[config.mk]
export PLATFORM = sky130hd
export DESIGN_NAME = alarm_setter
export DESIGN_NICKNAME = d
export VERILOG_FILES = /design/src/rtl/alarm_setter.sv
export SDC_FILE = /design/constraint.sdc
export NUM_CORES = 1
export LEC_CHECK = 0
export BUFFER_PORTS_ARGS = -buffer_cell sky130_fd_sc_hd__buf_2
export CAP_MARGIN = 10
export CORE_MARGIN = 3
export CORE_UTILIZATION = 45
export DETAILED_ROUTE_END_ITERATION = 16
export PLACE_DENSITY = 0.65
export SLEW_MARGIN = 20
export SYNTH_ARGS = -nofsm -noshare
export SYNTH_HDL_FRONTEND = slang
export SYNTH_SLANG_ARGS = --single-unit
[constraint.sdc]
create_clock -name clk -period 3.2 [get_ports clk]
set_input_delay 0.8 -clock clk [delete_from_list [all_inputs] [get_ports clk]]
set_output_delay 0.8 -clock clk [all_outputs]
set_load 0.02 [all_outputs]
[src/rtl/alarm_setter.sv]
// Alarm time editor: edge-detected buttons drive a hour/minute BCD edit FSM with shadow/committed registers.
// Optional define ALARM_DEC_EN enables the btn_dec decrement path.
module alarm_setter #(
  parameter logic [7:0] RESET_HOUR_BCD = 8'h06,
  parameter logic [7:0] RESET_MIN_BCD  = 8'h00
) (
  input  logic       clk,
  input  logic       reset,
  input  logic       Set_Alarm,
  input  logic       Alarm_off,
  input  logic       btn_next,
  input  logic       btn_inc,
  input  logic       btn_dec,
  output logic [3:0] hour_al_tens,
  output logic [3:0] hour_al_unit,
  output logic [3:0] min_al_tens,
  output logic [3:0] min_al_unit,
  output logic [3:0] seg_al_tens,
  output logic [3:0] seg_al_unit,
  output logic       setting,
  output logic       alarm_armed,
  output logic       commit_pulse
);

  localparam logic [1:0] S_IDLE      = 2'd0;
  localparam logic [1:0] S_EDIT_HOUR = 2'd1;
  localparam logic [1:0] S_EDIT_MIN  = 2'd2;
  localparam logic [1:0] S_COMMIT    = 2'd3;

  localparam logic [7:0] HOUR_MAX = 8'h23;
  localparam logic [7:0] MIN_MAX  = 8'h59;

  logic [1:0] r_state;
  logic [7:0] r_com_hour, r_com_min;
  logic [7:0] r_sh_hour,  r_sh_min;
  logic       r_armed;
  logic       r_set_q, r_off_q, r_next_q, r_inc_q;

  logic       w_set_edge, w_off_edge, w_next_edge, w_inc_edge, w_dec_edge;
  logic       w_inc_only, w_dec_only;
  logic [7:0] w_field, w_field_max, w_field_nxt;
  logic       w_edit_hour;

  // BCD step with wrap at max; units digit 9 carries into tens.
  function automatic logic [7:0] bcd_inc(input logic [7:0] v, input logic [7:0] max);
    if (v == max)
      return 8'h00;
    else if (v[3:0] == 4'd9)
      return {v[7:4] + 4'd1, 4'd0};
    else
      return {v[7:4], v[3:0] + 4'd1};
  endfunction

  assign w_set_edge  = Set_Alarm & ~r_set_q;
  assign w_off_edge  = Alarm_off & ~r_off_q;
  assign w_next_edge = btn_next  & ~r_next_q;
  assign w_inc_edge  = btn_inc   & ~r_inc_q;

`ifdef ALARM_DEC_EN
  logic r_dec_q;

  // BCD step down with wrap to max; units digit 0 borrows from tens.
  function automatic logic [7:0] bcd_dec(input logic [7:0] v, input logic [7:0] max);
    if (v == 8'h00)
      return max;
    else if (v[3:0] == 4'd0)
      return {v[7:4] - 4'd1, 4'd9};
    else
      return {v[7:4], v[3:0] - 4'd1};
  endfunction

  always_ff @(posedge clk or posedge reset) begin
    if (reset) r_dec_q <= 1'b0;
    else       r_dec_q <= btn_dec;
  end

  assign w_dec_edge = btn_dec & ~r_dec_q;
`else
  logic w_dec_unused;
  assign w_dec_unused = btn_dec;
  assign w_dec_edge   = 1'b0;
`endif

  // Simultaneous inc and dec cancel out.
  assign w_inc_only  = w_inc_edge & ~w_dec_edge;
  assign w_dec_only  = w_dec_edge & ~w_inc_edge;

  assign w_edit_hour = (r_state == S_EDIT_HOUR);
  assign w_field     = w_edit_hour ? r_sh_hour : r_sh_min;
  assign w_field_max = w_edit_hour ? HOUR_MAX  : MIN_MAX;

  always_comb begin
    w_field_nxt = w_field;
    if (w_inc_only)
      w_field_nxt = bcd_inc(w_field, w_field_max);
`ifdef ALARM_DEC_EN
    else if (w_dec_only)
      w_field_nxt = bcd_dec(w_field, w_field_max);
`endif
  end

  always_ff @(posedge clk or posedge reset) begin
    if (reset) begin
      r_set_q  <= 1'b0;
      r_off_q  <= 1'b0;
      r_next_q <= 1'b0;
      r_inc_q  <= 1'b0;
    end else begin
      r_set_q  <= Set_Alarm;
      r_off_q  <= Alarm_off;
      r_next_q <= btn_next;
      r_inc_q  <= btn_inc;
    end
  end

  always_ff @(posedge clk or posedge reset) begin
    if (reset) begin
      r_state    <= S_IDLE;
      r_com_hour <= RESET_HOUR_BCD;
      r_com_min  <= RESET_MIN_BCD;
      r_sh_hour  <= RESET_HOUR_BCD;
      r_sh_min   <= RESET_MIN_BCD;
      r_armed    <= 1'b0;
    end else begin
      case (r_state)
        S_IDLE: begin
          if (w_set_edge) begin
            r_sh_hour <= r_com_hour;
            r_sh_min  <= r_com_min;
            r_state   <= S_EDIT_HOUR;
          end
        end
        S_EDIT_HOUR, S_EDIT_MIN: begin
          if (w_off_edge) begin
            r_state <= S_IDLE;
          end else if (w_next_edge) begin
            r_state <= w_edit_hour ? S_EDIT_MIN : S_COMMIT;
          end else if (w_inc_only || w_dec_only) begin
            if (w_edit_hour) r_sh_hour <= w_field_nxt;
            else             r_sh_min  <= w_field_nxt;
          end
        end
        S_COMMIT: begin
          r_com_hour <= r_sh_hour;
          r_com_min  <= r_sh_min;
          r_armed    <= 1'b1;
          r_state    <= S_IDLE;
        end
        default: r_state <= S_IDLE;
      endcase
    end
  end

  assign setting      = (r_state == S_EDIT_HOUR) || (r_state == S_EDIT_MIN);
  assign commit_pulse = (r_state == S_COMMIT);
  assign alarm_armed  = r_armed & ~setting;

  assign hour_al_tens = setting ? r_sh_hour[7:4] : r_com_hour[7:4];
  assign hour_al_unit = setting ? r_sh_hour[3:0] : r_com_hour[3:0];
  assign min_al_tens  = setting ? r_sh_min[7:4]  : r_com_min[7:4];
  assign min_al_unit  = setting ? r_sh_min[3:0]  : r_com_min[3:0];

  assign seg_al_tens  = 4'd0;
  assign seg_al_unit  = 4'd0;

endmodule

After elaboration in Yosys (flattened, before gate mapping). Cells that the tools add are included.

Add/subtract/negate cells: 2. Equal/unequal tests: 12. Multiplexer cells: 25. Bitwise logic cells: 10. Reductions and logical operators: 7.

Operators by type and width (number): $mux W8 (13); $pmux W8 S2 (2); $mux W4 (4); $ne A2 B2 Y1 const B (6); $reduce_and A6 Y1 (2); $add A4 B1 Y4 const B (2); $eq A8 B7 Y1 (1); $mux W7 (1); $mux W2 (3); $pmux W2 S3 (1); $and A1 B1 Y1 (5); $not A1 Y1 (5); $eq A2 B2 Y1 const B (2); $eq A4 B4 Y1 const B (1); $ne A3 B3 Y1 const B (1); $eq A2 B1 Y1 const B (1); $logic_not A2 Y1 (1); $reduce_and A2 Y1 (1); $reduce_bool A2 Y1 (1); $reduce_or A2 Y1 (1); $logic_or A1 B1 Y1 (1); $mux W1 (1).

Word-level logic and storage cells: 66. Bits in registers: 39.

Logic depth before layout (Yosys ltp). Gate-level depths: netlist of run 1.

Depth after elaboration: 10. Gate-level depth with buffers: 10. Gate-level depth less buffers: 9.

Worst setup path after synthesis of run 1. No wires, ideal clock.

Path kind: register to output. Start point: register r_state[0]. End point: output port hour_al_tens[0]. Slack: 0.510 ns. Arrival time: 1.890 ns. Cell stages (with the launch flop): 6. Cells stage by stage: dfrtp_1 inv_1 ha_1 clkbuf_1 clkbuf_1 mux2_2.

Word-level cells in the longest chain between the ends: 3.

RTL lines: start: declaration (RTL line 33) `logic [1:0] r_state;`; start signal: assignment (RTL line 137) `r_state <= w_edit_hour ? S_EDIT_MIN : S_COMMIT;`; $eq A2 B1 Y1 or $eq A2 B2 Y1 (tied branches) (RTL line 154) `assign setting = (r_state == S_EDIT_HOUR) || (r_state == S_EDIT_MIN);`; $logic_or A1 B1 Y1 (*) (RTL line 154); net setting (RTL line 20) `output logic setting,`; $mux W4 (*) (RTL line 158) `assign hour_al_tens = setting ? r_sh_hour[7:4] : r_com_hour[7:4];`; end: declaration (RTL line 14) `output logic [3:0] hour_al_tens,`.

Mark *: on every way through the listed nets, which the timed path passes. The rest lies on a longest branch.

Worst setup path in the final report of run 1.
Start point: register r_state[0]. End point: output port hour_al_tens[1].

Word-level cells in the longest chain between the ends: 3.

RTL lines (RTL line): $eq A2 B1 Y1 or $eq A2 B2 Y1 (tied branches) (154); $logic_or A1 B1 Y1 (*) (154); $mux W4 (*) (158).

Every way passes the cells marked *; elsewhere a longest branch is shown, timed or not.

==> results.cfg, run 1 <==
[sta]
tightestPinTransition_ps = 619
fin_crit_sh = 0.856
slew_headroom = 0.586
hold_viol_final = 0
fin_skew_ps = 6.87
setup_ws_ps = 461
hold_slack_ps = 459
setup_tns_ps = 0
setup_viol = 0
maxSlewViolCount = 0
post-route-min-period_ps = 2740
grt_setup_unrepaired = no
max_clock_freq_mhz = 365

[synth]
synthFlopType = dfrtp_1
synth_simple_gate_area_frac = 0.157
synth_compound_area_frac = 0.150
synth-adder-area-share = 0.0434
synthArstFlopShare = 1.00
synthCells = 222
ys_seq_area_frac = 0.425
synth_top_family_by_area = simple AND/OR/NAND/NOR gates
synthXorXnorAreaFrac = 0.0190
yosys_warnings = 0
muxShareOfSynthArea = 0.139
yosys_register_bits = 39
synth.cell_area_um2 = 2310
synth_edf_count = 0
syn-mean-instance-area_um2 = 10.4
ys_types = 48

[grt]
use_met1 = 0.206
grt_pass1_wl_mm = 7.69
antenna_found_initial = 0
grtUsageMet2 = 0.268
grt_start_max_net_pins = 40
gr-total-overflow = 0
use_met3 = 0.0255
grt_pass1_vias = 1577
grt_busiest_layer = met2
track_usage = 0.161

[die]
initial_utilization = 0.476
rows = 25
die_h_um = 77.6
io_pins = 34
core_area_um2 = 4850
die-area_um2 = 6020
dieWidth_um = 77.6

[clock_network]
cts.repair.resized = 0
ctsHtreeMaxLevel = 2
cts_tree = done
clockBufferDepth = 2
cts_setup_buffers = 0
cts.clk_slew.worst_paths_ps = 70
ctsHoldBuffers = 0
root_buffer = clkbuf_8
cts.sinks = 39
clk_latency_ps = 290
numCtsBuffers = 5

[finish]
final_cell_mix = dfrtp_1, nand2_1, mux2_2, buf_2, nand2b_1
insertedDiodeCount = 0
nets = 263
final_common_cell = dfrtp_1
stdcell_count = 316
layout-drive-gt1-share = 0.289
syn_to_final_growth_pct = 11.3

[route]
wirelength_mm = 4.59
routedWlPerCell_um = 14.5
viasPerCell = 5.31
drtAntennaViolNets = 0
num_vias = 1679
drtIter0Drc = 82
drc = 0
drt_first_pass_iters = 4

[min_path]
min_from = r_armed
holdPathStages = 1
whs_endpoint = r_armed
hold_path_class = reg2reg

[setup_path]
arrival_ps = 1940
worstRegToRegCells = 9
worstSetupStartpointType = register
cp_slowest_cell = dfrtp_1
cp_cell_sequence = inv_1 -> ha_1 -> buf_4 -> mux2_2 -> buf_2
rrSetupSlack_ps = 580
cp_max_fo = 28
end_kind = output pin
rr_startpoint = r_state[1]
required_ps = 2400
worstSetupPathType = reg2out
r2r-end = r_sh_hour[4]
crit_path_max_incr_delay_ps = 410

[placed_design]
dpl.cell_count = 308
gp_congestion = 0.810
dp_hpwl_mm = 3.32
portBuffers = 24
post-place-ws_ps = 586

[run_status]
status = completed

[flow_run]
cap_violations = 0
-- final cells by class --
| type | count | area, um^2 |
|---|---|---|
| clock buffers | 7 | 86.3 |
| clock inverters | 1 | 5.00 |
| fillers | 434 | 2280 |
| inverters | 11 | 43.8 |
| multi-input cells | 161 | 1200 |
| flip-flops and latches | 39 | 981 |
| well taps | 67 | 83.8 |
| repair buffers | 30 | 165 |
-- cells by family (layout without fill, tap and decap cells) --
kind of cell / after synthesis / count (layout)
simple gates: 68 / 68
compound gates: 43 / 43
flops: 39 / 39
mux: 29 / 29
buf+inv: 29 / 49
fa+ha+maj: 8 / 8
xor+xnor: 5 / 5
other cells: 1 / 8
-- stage by stage --
step,cell area (um^2),utilization
after CTS,2570,0.530
after global placement,2480,0.511
final,2570,0.530
after global routing,2570,0.530
after floorplan,2330,-
after detailed placement,2480,0.511
-- flip-flops by register name, summed over array words and instances, names as in the netlist, 2 cells and up --
signal,cells
r_sh_hour,8
r_com_min,8
r_com_hour,8
r_state,2
r_sh_min,8
-- worst max path at each step --
stage,startpoint,slack (ps),end
final,r_state[0],460,hour_al_tens[1]
after global routing,r_state[0],350,hour_al_tens[0]
after CTS,r_state[0],440,hour_al_tens[0]
after detailed placement,r_state[1],590,r_sh_hour[4]
after global placement,r_state[1],640,r_sh_hour[4]
after floorplan,r_state[0],510,hour_al_tens[0]
-- metal layers --
metal / wire (um) / vias up
li1: - / 816
met2: 2220 / 38
met1: 2110 / 819
met3: 200 / 6
met5: 0 / -
met4: 61 / 0
-- synth_stat cells (2+ instances only) --
| cell type | number | share of area |
|---|---|---|
| nor2_1 | 6 | 0.0098 |
| xnor2_1 | 3 | 0.011 |
| and2_1 | 3 | 0.0081 |
| nand2_1 | 28 | 0.046 |
| and3_1 | 3 | 0.0081 |
| o21a_1 | 6 | 0.020 |
| nand2b_1 | 15 | 0.041 |
| a31oi_1 | 5 | 0.014 |
| dfstp_2 | 4 | 0.046 |
| buf_4 | 10 | 0.033 |
| o211ai_1 | 2 | 0.0065 |
| mux2i_1 | 5 | 0.022 |
| mux2_2 | 24 | 0.12 |
| buf_1 | 2 | 0.0033 |
| ha_1 | 8 | 0.043 |
| clkbuf_1 | 6 | 0.0098 |
| a21oi_1 | 3 | 0.0065 |
| a211oi_2 | 2 | 0.011 |
| o21ai_0 | 2 | 0.0043 |
| o22a_1 | 5 | 0.019 |
| xor2_1 | 2 | 0.0076 |
| nor2b_1 | 3 | 0.0081 |
| dfrtp_1 | 35 | 0.38 |
| inv_1 | 10 | 0.016 |
| o31a_1 | 2 | 0.0076 |
| o32a_1 | 6 | 0.026 |
-- worst max-delay path, delay by kind of cell (launching register included) --
family / cells / cell delay, ps
adders and majority gates: 1 / 300
buffers and inverters: 3 / 550
muxes: 1 / 370
DFF: 1 / 410
Power of run 1 is not shown: default switching activity piles up to over one toggle a cycle in this logic, so the estimate is an artifact.
==> run 2, diff against run 1 <==
--- a/config.mk
+++ b/config.mk
@@ -10,7 +10,9 @@
 export CORE_MARGIN = 3
 export CORE_UTILIZATION = 45
 export DETAILED_ROUTE_END_ITERATION = 16
+export MAX_ROUTING_LAYER = met4
 export PLACE_DENSITY = 0.65
+export REMOVE_ABC_BUFFERS = 1
 export SLEW_MARGIN = 20
 export SYNTH_ARGS = -nofsm -noshare
 export SYNTH_HDL_FRONTEND = slang
==> run 2 against run 1 <==
Global-route usage rose by 0.23 points. Clock skew barely moved. Sequential share of layout area down 0.24 points. Hold slack better by 2.6 ps. First-iteration DRC count up 13%. Utilization grew 0.34 points. Non-clock buffer count is 1 higher. Sequential cell count is the same. Critical endpoint is now hour_al_unit[0]. Cell count is the same. Via count fell by 1.3%. Wire length down 4.0%.
==> results.cfg, run 2 (same netlist as run 1, synthesis figures left out) <==
[run_status]
status = completed

[clock_network]
cts_tree = done
cts.sinks = 39
cts_setup_buffers = 0
clockBufferDepth = 2
clk_latency_ps = 290
ctsHoldBuffers = 0
ctsHtreeMaxLevel = 2
numCtsBuffers = 5
root_buffer = clkbuf_8
cts.repair.resized = 0
cts.clk_slew.worst_paths_ps = 70

[grt]
grt_start_max_net_pins = 40
grt_pass1_vias = 1602
track_usage = 0.164
gr-total-overflow = 0
grt_pass1_wl_mm = 7.62
antenna_found_initial = 0

[die]
die-area_um2 = 6020
rows = 25
core_area_um2 = 4850
initial_utilization = 0.476
die_h_um = 77.6
dieWidth_um = 77.6
io_pins = 34

[sta]
grt_setup_unrepaired = no
max_clock_freq_mhz = 341
setup_tns_ps = 0
setup_ws_ps = 264
setup_viol = 0
slew_headroom = 0.598
fin_skew_ps = 6.68
post-route-min-period_ps = 2940
fin_crit_sh = 0.918
hold_viol_final = 0
maxSlewViolCount = 0
tightestPinTransition_ps = 603

[setup_path]
arrival_ps = 2140
required_ps = 2400
end_kind = output pin
worstSetupStartpointType = register
cp_max_fo = 13
worstSetupPathType = reg2out

[route]
num_vias = 1658
wirelength_mm = 4.41
viasPerCell = 5.25
routedWlPerCell_um = 13.9
drt_first_pass_iters = 4
drc = 0
drtAntennaViolNets = 0
drtIter0Drc = 93

[finish]
layout-drive-gt1-share = 0.293
syn_to_final_growth_pct = 12.0
final_common_cell = dfrtp_1
utilization = 0.533
final_cell_mix = dfrtp_1, nand2_1, mux2_2, buf_2, nand2b_1
fillCellCount = 444
nets = 264
insertedDiodeCount = 0

[placed_design]
portBuffers = 24
gp_congestion = 0.764
post-place-ws_ps = 551
dp_hpwl_mm = 3.08

[flow_run]
cap_violations = 0

[min_path]
hold_path_class = reg2reg
## run 2: cell count changes in the layout (fill, tap and decap cells not counted), sizes merged
cell    change
buf         +1
clkbuf      -1
## run 2: path summary, 6_finish.rpt
check	start	endpoint	slack, ps	depth (start not counted)
min in group asynchronous	reset	r_set_q	620	3
worst max-delay path	r_state[0]	hour_al_unit[0]	260	5
max in group asynchronous	reset	r_com_hour[2]	2210	3
worst min-delay path	r_armed	r_armed	460	1
worst max register to register	r_state[1]	r_sh_hour[4]	530	7
worst min register to register	r_armed	r_armed	460	1
## run 2: final cells by class
cell class	instances	area, um^2	share of cell area
multi-input cells	161	1200	0.466
flip-flops and latches	39	981	0.379
repair buffers	31	185	0.0716
well taps	67	83.8	0.0324
clock buffers	6	82.6	0.0319
inverters	11	43.8	0.0169
clock inverters	1	5.00	0.00194
## run 2: critical path, stage by stage (launching register included)
cell and delay [ps]:
dfrtp_1 410, inv_1 100, ha_1 600, buf_4 250, mux2_2 330, buf_2 160
## run 2: per-layer routing
| metal | wire length, um | vias up | GRT usage | share of wire |
|---|---|---|---|---|
| met2 | 1990 | 31 | 0.259 | 0.45 |
| met5 | 0 | - | - | 0 |
| li1 | - | 825 | - | - |
| met4 | 58 | 0 | 0.0480 | 0.013 |
| met3 | 191 | 5 | 0.0406 | 0.043 |
| met1 | 2170 | 797 | 0.208 | 0.49 |
## run 2: per-stage QoR
step / hold WS [ps] / area [um^2] / cells
after floorplan: 428 / 2230 / 211
after global placement: 442 / 2500 / 309
after detailed placement: 442 / 2500 / 309
after CTS: 463 / 2580 / 316
after global routing: 487 / 2580 / 316
final: 461 / 2580 / 316
Power of run 2 is left out for the same reason.
